[src/rtl/mux_rr_arbiter.sv]
`default_nettype none
// ============================================================================
// Module   : mux_rr_arbiter
// Purpose  : Round-robin arbiter sharing a 6-to-1 bit mux among six
//            requesters. Grants one source at a time and drives the mux
//            select for it. Tenure is capped at MAX_HOLD cycles whenever
//            another source is waiting. The selected data bit is gated
//            onto a single output line.
// Ports    : clk        - system clock, rising edge
//            rst        - asynchronous reset, active-high
//            i_req      - request per source (bit i = source i)
//            i_release  - current owner done; ignored when idle
//            i_data_in  - data bit per source
//            o_grant    - one-hot grant, registered, zero when idle
//            o_sel      - mux select 0..5, registered
//            o_busy     - registered, high while a grant is held
//            o_data_out - i_data_in[o_sel] while busy, else 0
//            o_timeout  - one-cycle pulse when a tenure is force-ended
// Revision : 1.0 - initial release
// ============================================================================
module mux_rr_arbiter #(
  parameter int MAX_HOLD = 8,
  parameter int HOLD_W   = 8
) (
  input  logic       clk,
  input  logic       rst,
  input  logic [5:0] i_req,
  input  logic       i_release,
  input  logic [5:0] i_data_in,
  output logic [5:0] o_grant,
  output logic [2:0] o_sel,
  output logic       o_busy,
  output logic       o_data_out,
  output logic       o_timeout
);

  localparam logic [HOLD_W-1:0] c_HOLD_MAX = HOLD_W'(MAX_HOLD - 1);

  typedef enum logic [0:0] {
    S_IDLE = 1'b0,
    S_OWN  = 1'b1
  } state_t;

  state_t            r_state;
  logic [5:0]        r_grant;
  logic [2:0]        r_sel;
  logic              r_busy;
  logic              r_timeout;
  logic [HOLD_W-1:0] r_hold;
  logic [2:0]        r_last;

  state_t            w_state_nxt;
  logic [5:0]        w_grant_nxt;
  logic [2:0]        w_sel_nxt;
  logic              w_busy_nxt;
  logic              w_timeout_nxt;
  logic [HOLD_W-1:0] w_hold_nxt;
  logic [2:0]        w_last_nxt;

  logic [5:0]        w_cand;
  logic              w_found;
  logic [2:0]        w_win;
  logic              w_norm_end;
  logic              w_force_end;

  // Index of the k-th source after base, wrapping 5 -> 0.
  function automatic logic [2:0] f_wrap(input logic [2:0] base, input int k);
    int s;
    s = int'(base) + k;
    if (s >= 6) s = s - 6;
    return s[2:0];
  endfunction

  // While owning, the owner is excluded so a hand-over always goes elsewhere.
  assign w_cand = (r_state == S_OWN) ? (i_req & ~r_grant) : i_req;

  // Scan from the farthest position back to the nearest so the nearest
  // pending source after r_last is the one left standing.
  always_comb begin
    w_found = 1'b0;
    w_win   = 3'd0;
    for (int k = 6; k >= 1; k--) begin
      if (w_cand[f_wrap(r_last, k)]) begin
        w_found = 1'b1;
        w_win   = f_wrap(r_last, k);
      end
    end
  end

  assign w_norm_end  = i_release || ((i_req & r_grant) == 6'b0);
  assign w_force_end = (r_hold == c_HOLD_MAX) && w_found;

  always_comb begin
    w_state_nxt   = r_state;
    w_grant_nxt   = r_grant;
    w_sel_nxt     = r_sel;
    w_busy_nxt    = r_busy;
    w_hold_nxt    = r_hold;
    w_last_nxt    = r_last;
    w_timeout_nxt = 1'b0;
    case (r_state)
      S_IDLE: begin
        if (w_found) begin
          w_state_nxt = S_OWN;
          w_grant_nxt = 6'(1) << w_win;
          w_sel_nxt   = w_win;
          w_busy_nxt  = 1'b1;
          w_hold_nxt  = '0;
          w_last_nxt  = w_win;
        end
      end
      S_OWN: begin
        if (w_norm_end || w_force_end) begin
          // A release on the same edge as the cap takes precedence: no pulse.
          w_timeout_nxt = !w_norm_end;
          if (w_found) begin
            w_grant_nxt = 6'(1) << w_win;
            w_sel_nxt   = w_win;
            w_hold_nxt  = '0;
            w_last_nxt  = w_win;
          end else begin
            w_state_nxt = S_IDLE;
            w_grant_nxt = 6'b0;
            w_busy_nxt  = 1'b0;
          end
        end else if (r_hold != c_HOLD_MAX) begin
          // Saturates at the cap so a lone owner keeps the grant forever.
          w_hold_nxt = r_hold + HOLD_W'(1);
        end
      end
      default: w_state_nxt = S_IDLE;
    endcase
  end

  always_ff @(posedge clk or posedge rst) begin
    if (rst) begin
      r_state   <= S_IDLE;
      r_grant   <= 6'b0;
      r_sel     <= 3'd0;
      r_busy    <= 1'b0;
      r_timeout <= 1'b0;
      r_hold    <= '0;
      r_last    <= 3'd5;
    end else begin
      r_state   <= w_state_nxt;
      r_grant   <= w_grant_nxt;
      r_sel     <= w_sel_nxt;
      r_busy    <= w_busy_nxt;
      r_timeout <= w_timeout_nxt;
      r_hold    <= w_hold_nxt;
      r_last    <= w_last_nxt;
    end
  end

  assign o_grant    = r_grant;
  assign o_sel      = r_sel;
  assign o_busy     = r_busy;
  assign o_timeout  = r_timeout;
  assign o_data_out = r_busy & i_data_in[r_sel];

endmodule
`default_nettype wire

[config.mk]
export PLATFORM = sky130hd
export DESIGN_NAME = mux_rr_arbiter
export DESIGN_NICKNAME = d
export VERILOG_FILES = /design/src/rtl/mux_rr_arbiter.sv
export SDC_FILE = /design/constraint.sdc
export NUM_CORES = 1
export LEC_CHECK = 0
export ABC_AREA = 0
export CORE_MARGIN = 2
export CORE_UTILIZATION = 48
export DETAILED_ROUTE_END_ITERATION = 8
export GPL_ROUTABILITY_DRIVEN = 0
export GPL_TIMING_DRIVEN = 1
export PLACE_DENSITY = 0.71
export SLEW_MARGIN = 20
export SYNTH_ARGS = -nofsm -noshare
export SYNTH_HDL_FRONTEND = slang
export SYNTH_SLANG_ARGS = --single-unit
[constraint.sdc]
create_clock -name clk -period 4.9 [get_ports clk]
set_input_delay 1.47 -clock clk [delete_from_list [all_inputs] [get_ports clk]]
set_output_delay 1.47 -clock clk [all_outputs]
set_load 0.03 [all_outputs]
==> impl_metrics.yaml <==
status:
  status: "completed"
worst_setup_path:
  worstPathArrival_ns: 3.07
  rrSetupSlack_ns: 0.94
  worst-path-max-fanout: 1
  worstSetupEndpointType: "output port"
  crit_type: "input port to output port"
  worstPathRequired_ns: 3.43
  start_kind: "input port"
final_layout:
  antennaDiodeCount: 0
  area_growth_pct: 17.7
  drive_above_1_share_pct: 14.8
  fillers: 381
  final_nets: 277
synth:
  synth-seq-cells: 22
  synth_largest_area_cell: "dfrtp_1"
  synth_edf_count: 0
  synth-main-ff-cell: "dfrtp_1"
  netlist_top_cells_count: "20 x dfrtp_1, 15 x o21ai_0, 13 x nand3_1, 13 x nor2_1"
  postSynthCellCount: 226
  synthMostInstantiatedCell: "dfrtp_1"
  synth-async-reset-ratio_pct: 100
  synth_top_area_share_pct: 24.5
  synth_warnings: 0
  synthesis.area_um2: 2040
  synth.distinct_cells: 66
  synthesis.nets: 252
  avgSynthCellArea_um2: 9.05
  synth_area_leaders: "dfrtp_1 24%, ha_1 6.7%, o21ai_0 3.7%"
  yosysSeqAreaShare_pct: 27.1
die:
  core_um2: 4060
  die_w_um: 69.3
  fp-row-count: 23
  initial_core_util_pct: 50.4
  dieArea_um2: 4800
  pin_count: 27
  dieHeight_um: 69.3
clock_network:
  cts_made_buffers: 3
  post_cts_buffers: 0
  clockBufferDepth: 2
  cts-root-buf: "clkbuf_8"
  cts_sinks: 22
  postCtsResizedCells: 0
  h-tree-depth: 1
  clk_latency_ns: 0.26
  ctsHoldBuffers: 0
  clkTransAtPathRegs_ns: 0.08
  tritoncts: "yes"
timing:
  tightest_slew_ns: 0.813
  skew_ns: 0.00687
  setup_tns_ns: 0
  rsz0062_at_grt: "false"
  slew_headroom_pct: 45.7
  post-route-min-period_ns: 4.54
  drv_slew: 0
  post-route-period-util_pct: 92.6
  hold_violations: 0
  fmax_ghz: 0.220
  finalSetupViolations: 0
routing:
  routed_wl_mm: 4.72
  num_vias: 1830
  first_iter_violations: 119
  ant_nets: 0
  via_per_inst: 6.10
  drc: 0
  routedWlPerCell_um: 15.7
  firstDrtPassIters: 4
place:
  dp_hpwl_mm: 3.69
  portBuffers: 26
job:
  drv_cap: 0
grt:
  grt_pass1_vias: 1705
  grt_pass1_wl_mm: 8.05
  grt_antenna_before_repair: 0
  grt_max_degree: 23
  grt_usage_pct: 20.0
  grt-ovfl-total: 0
min_path:
  min_path_type: "register to register"
## layer usage
metal	wire (µm)	GRT usage (%)	up-vias
met2	2280	33.1	31
li1	-	-	913
met4	58	5.45	0
met5	0	0	-
met3	117	1.74	7
met1	2260	28.2	879
## registers in the layout, indices dropped and copies added (netlist names)
name       count
o_timeout      1
r_hold         8
o_grant        6
r_last         3
r_state        1
o_busy         1
o_sel          2
## through the flow
| stage | util, % | setup slack (ns) | cells | hold slack, ns | cell area (µm²) |
|---|---|---|---|---|---|
| floorplan | - | 1.00 | 226 | 0.446 | 2040 |
| global placement | 57.5 | 0.379 | 296 | 0.468 | 2330 |
| detailed placement | 57.5 | 0.346 | 296 | 0.468 | 2330 |
| CTS | 59.3 | 0.350 | 300 | 0.485 | 2410 |
| global route | 59.3 | 0.273 | 300 | 0.507 | 2410 |
| finish | 59.3 | 0.362 | 300 | 0.480 | 2410 |
## cell families after synthesis
kind of cell | count (synthesis) | synth area share [%]
buffers and inverters | 17 | 3.98
AO/OA/AOI/OAI | 77 | 28.1
adder cells (fa/ha/maj) | 11 | 6.73
XOR/XNOR | 8 | 3.43
AND/OR/NAND/NOR | 76 | 21.0
flip-flops | 22 | 27.1
multiplexers | 15 | 9.73
## worst paths after layout
check,startpoint,endpoint,cells past startpoint
max,i_data_in[3],o_data_out,5
min,r_hold[7],r_hold[7],1
max reg2reg,r_last[0],r_hold[6],9
min reg2reg,r_hold[7],r_hold[7],1
max in group asynchronous,rst,r_hold[0],2
min in group asynchronous,rst,o_grant[2],2
## layout by cell type, fill, tap and decap left out, drive strengths merged, types with 3 or more instances in the layout
master	n
nor3b	5
dfrtp	20
ha	11
nand3	13
a21oi	9
nor2	13
clkbuf	3
clkdlybuf4s50	26
and3	6
o22ai	4
a21boi	7
a22o	6
nor3	7
mux2i	7
o31ai	5
mux2	6
nand2	12
a22oi	3
a21o	3
xnor2	6
o211ai	3
or3	6
o21ai	16
inv	9
## layout make-up
class	instances	area, µm²	share of cell area (%)
clock buffer	3	41.3	1.72
inverter	9	33.8	1.40
sequential	22	553	23.0
multi-input combinational	187	1410	58.6
clock inverter	1	30.0	1.25
timing repair buffer	28	275	11.4
tap	50	62.6	2.60
## worst max-delay path, stage by stage
cell and delay (ns):
clkdlybuf4s50_1 0.40, mux4_2 0.46, nand2_1 0.07, a21boi_0 0.07, clkdlybuf4s50_1 0.60
Power is not shown: default switching activity piles up to over one toggle a cycle in this logic, so the estimate is an artifact.
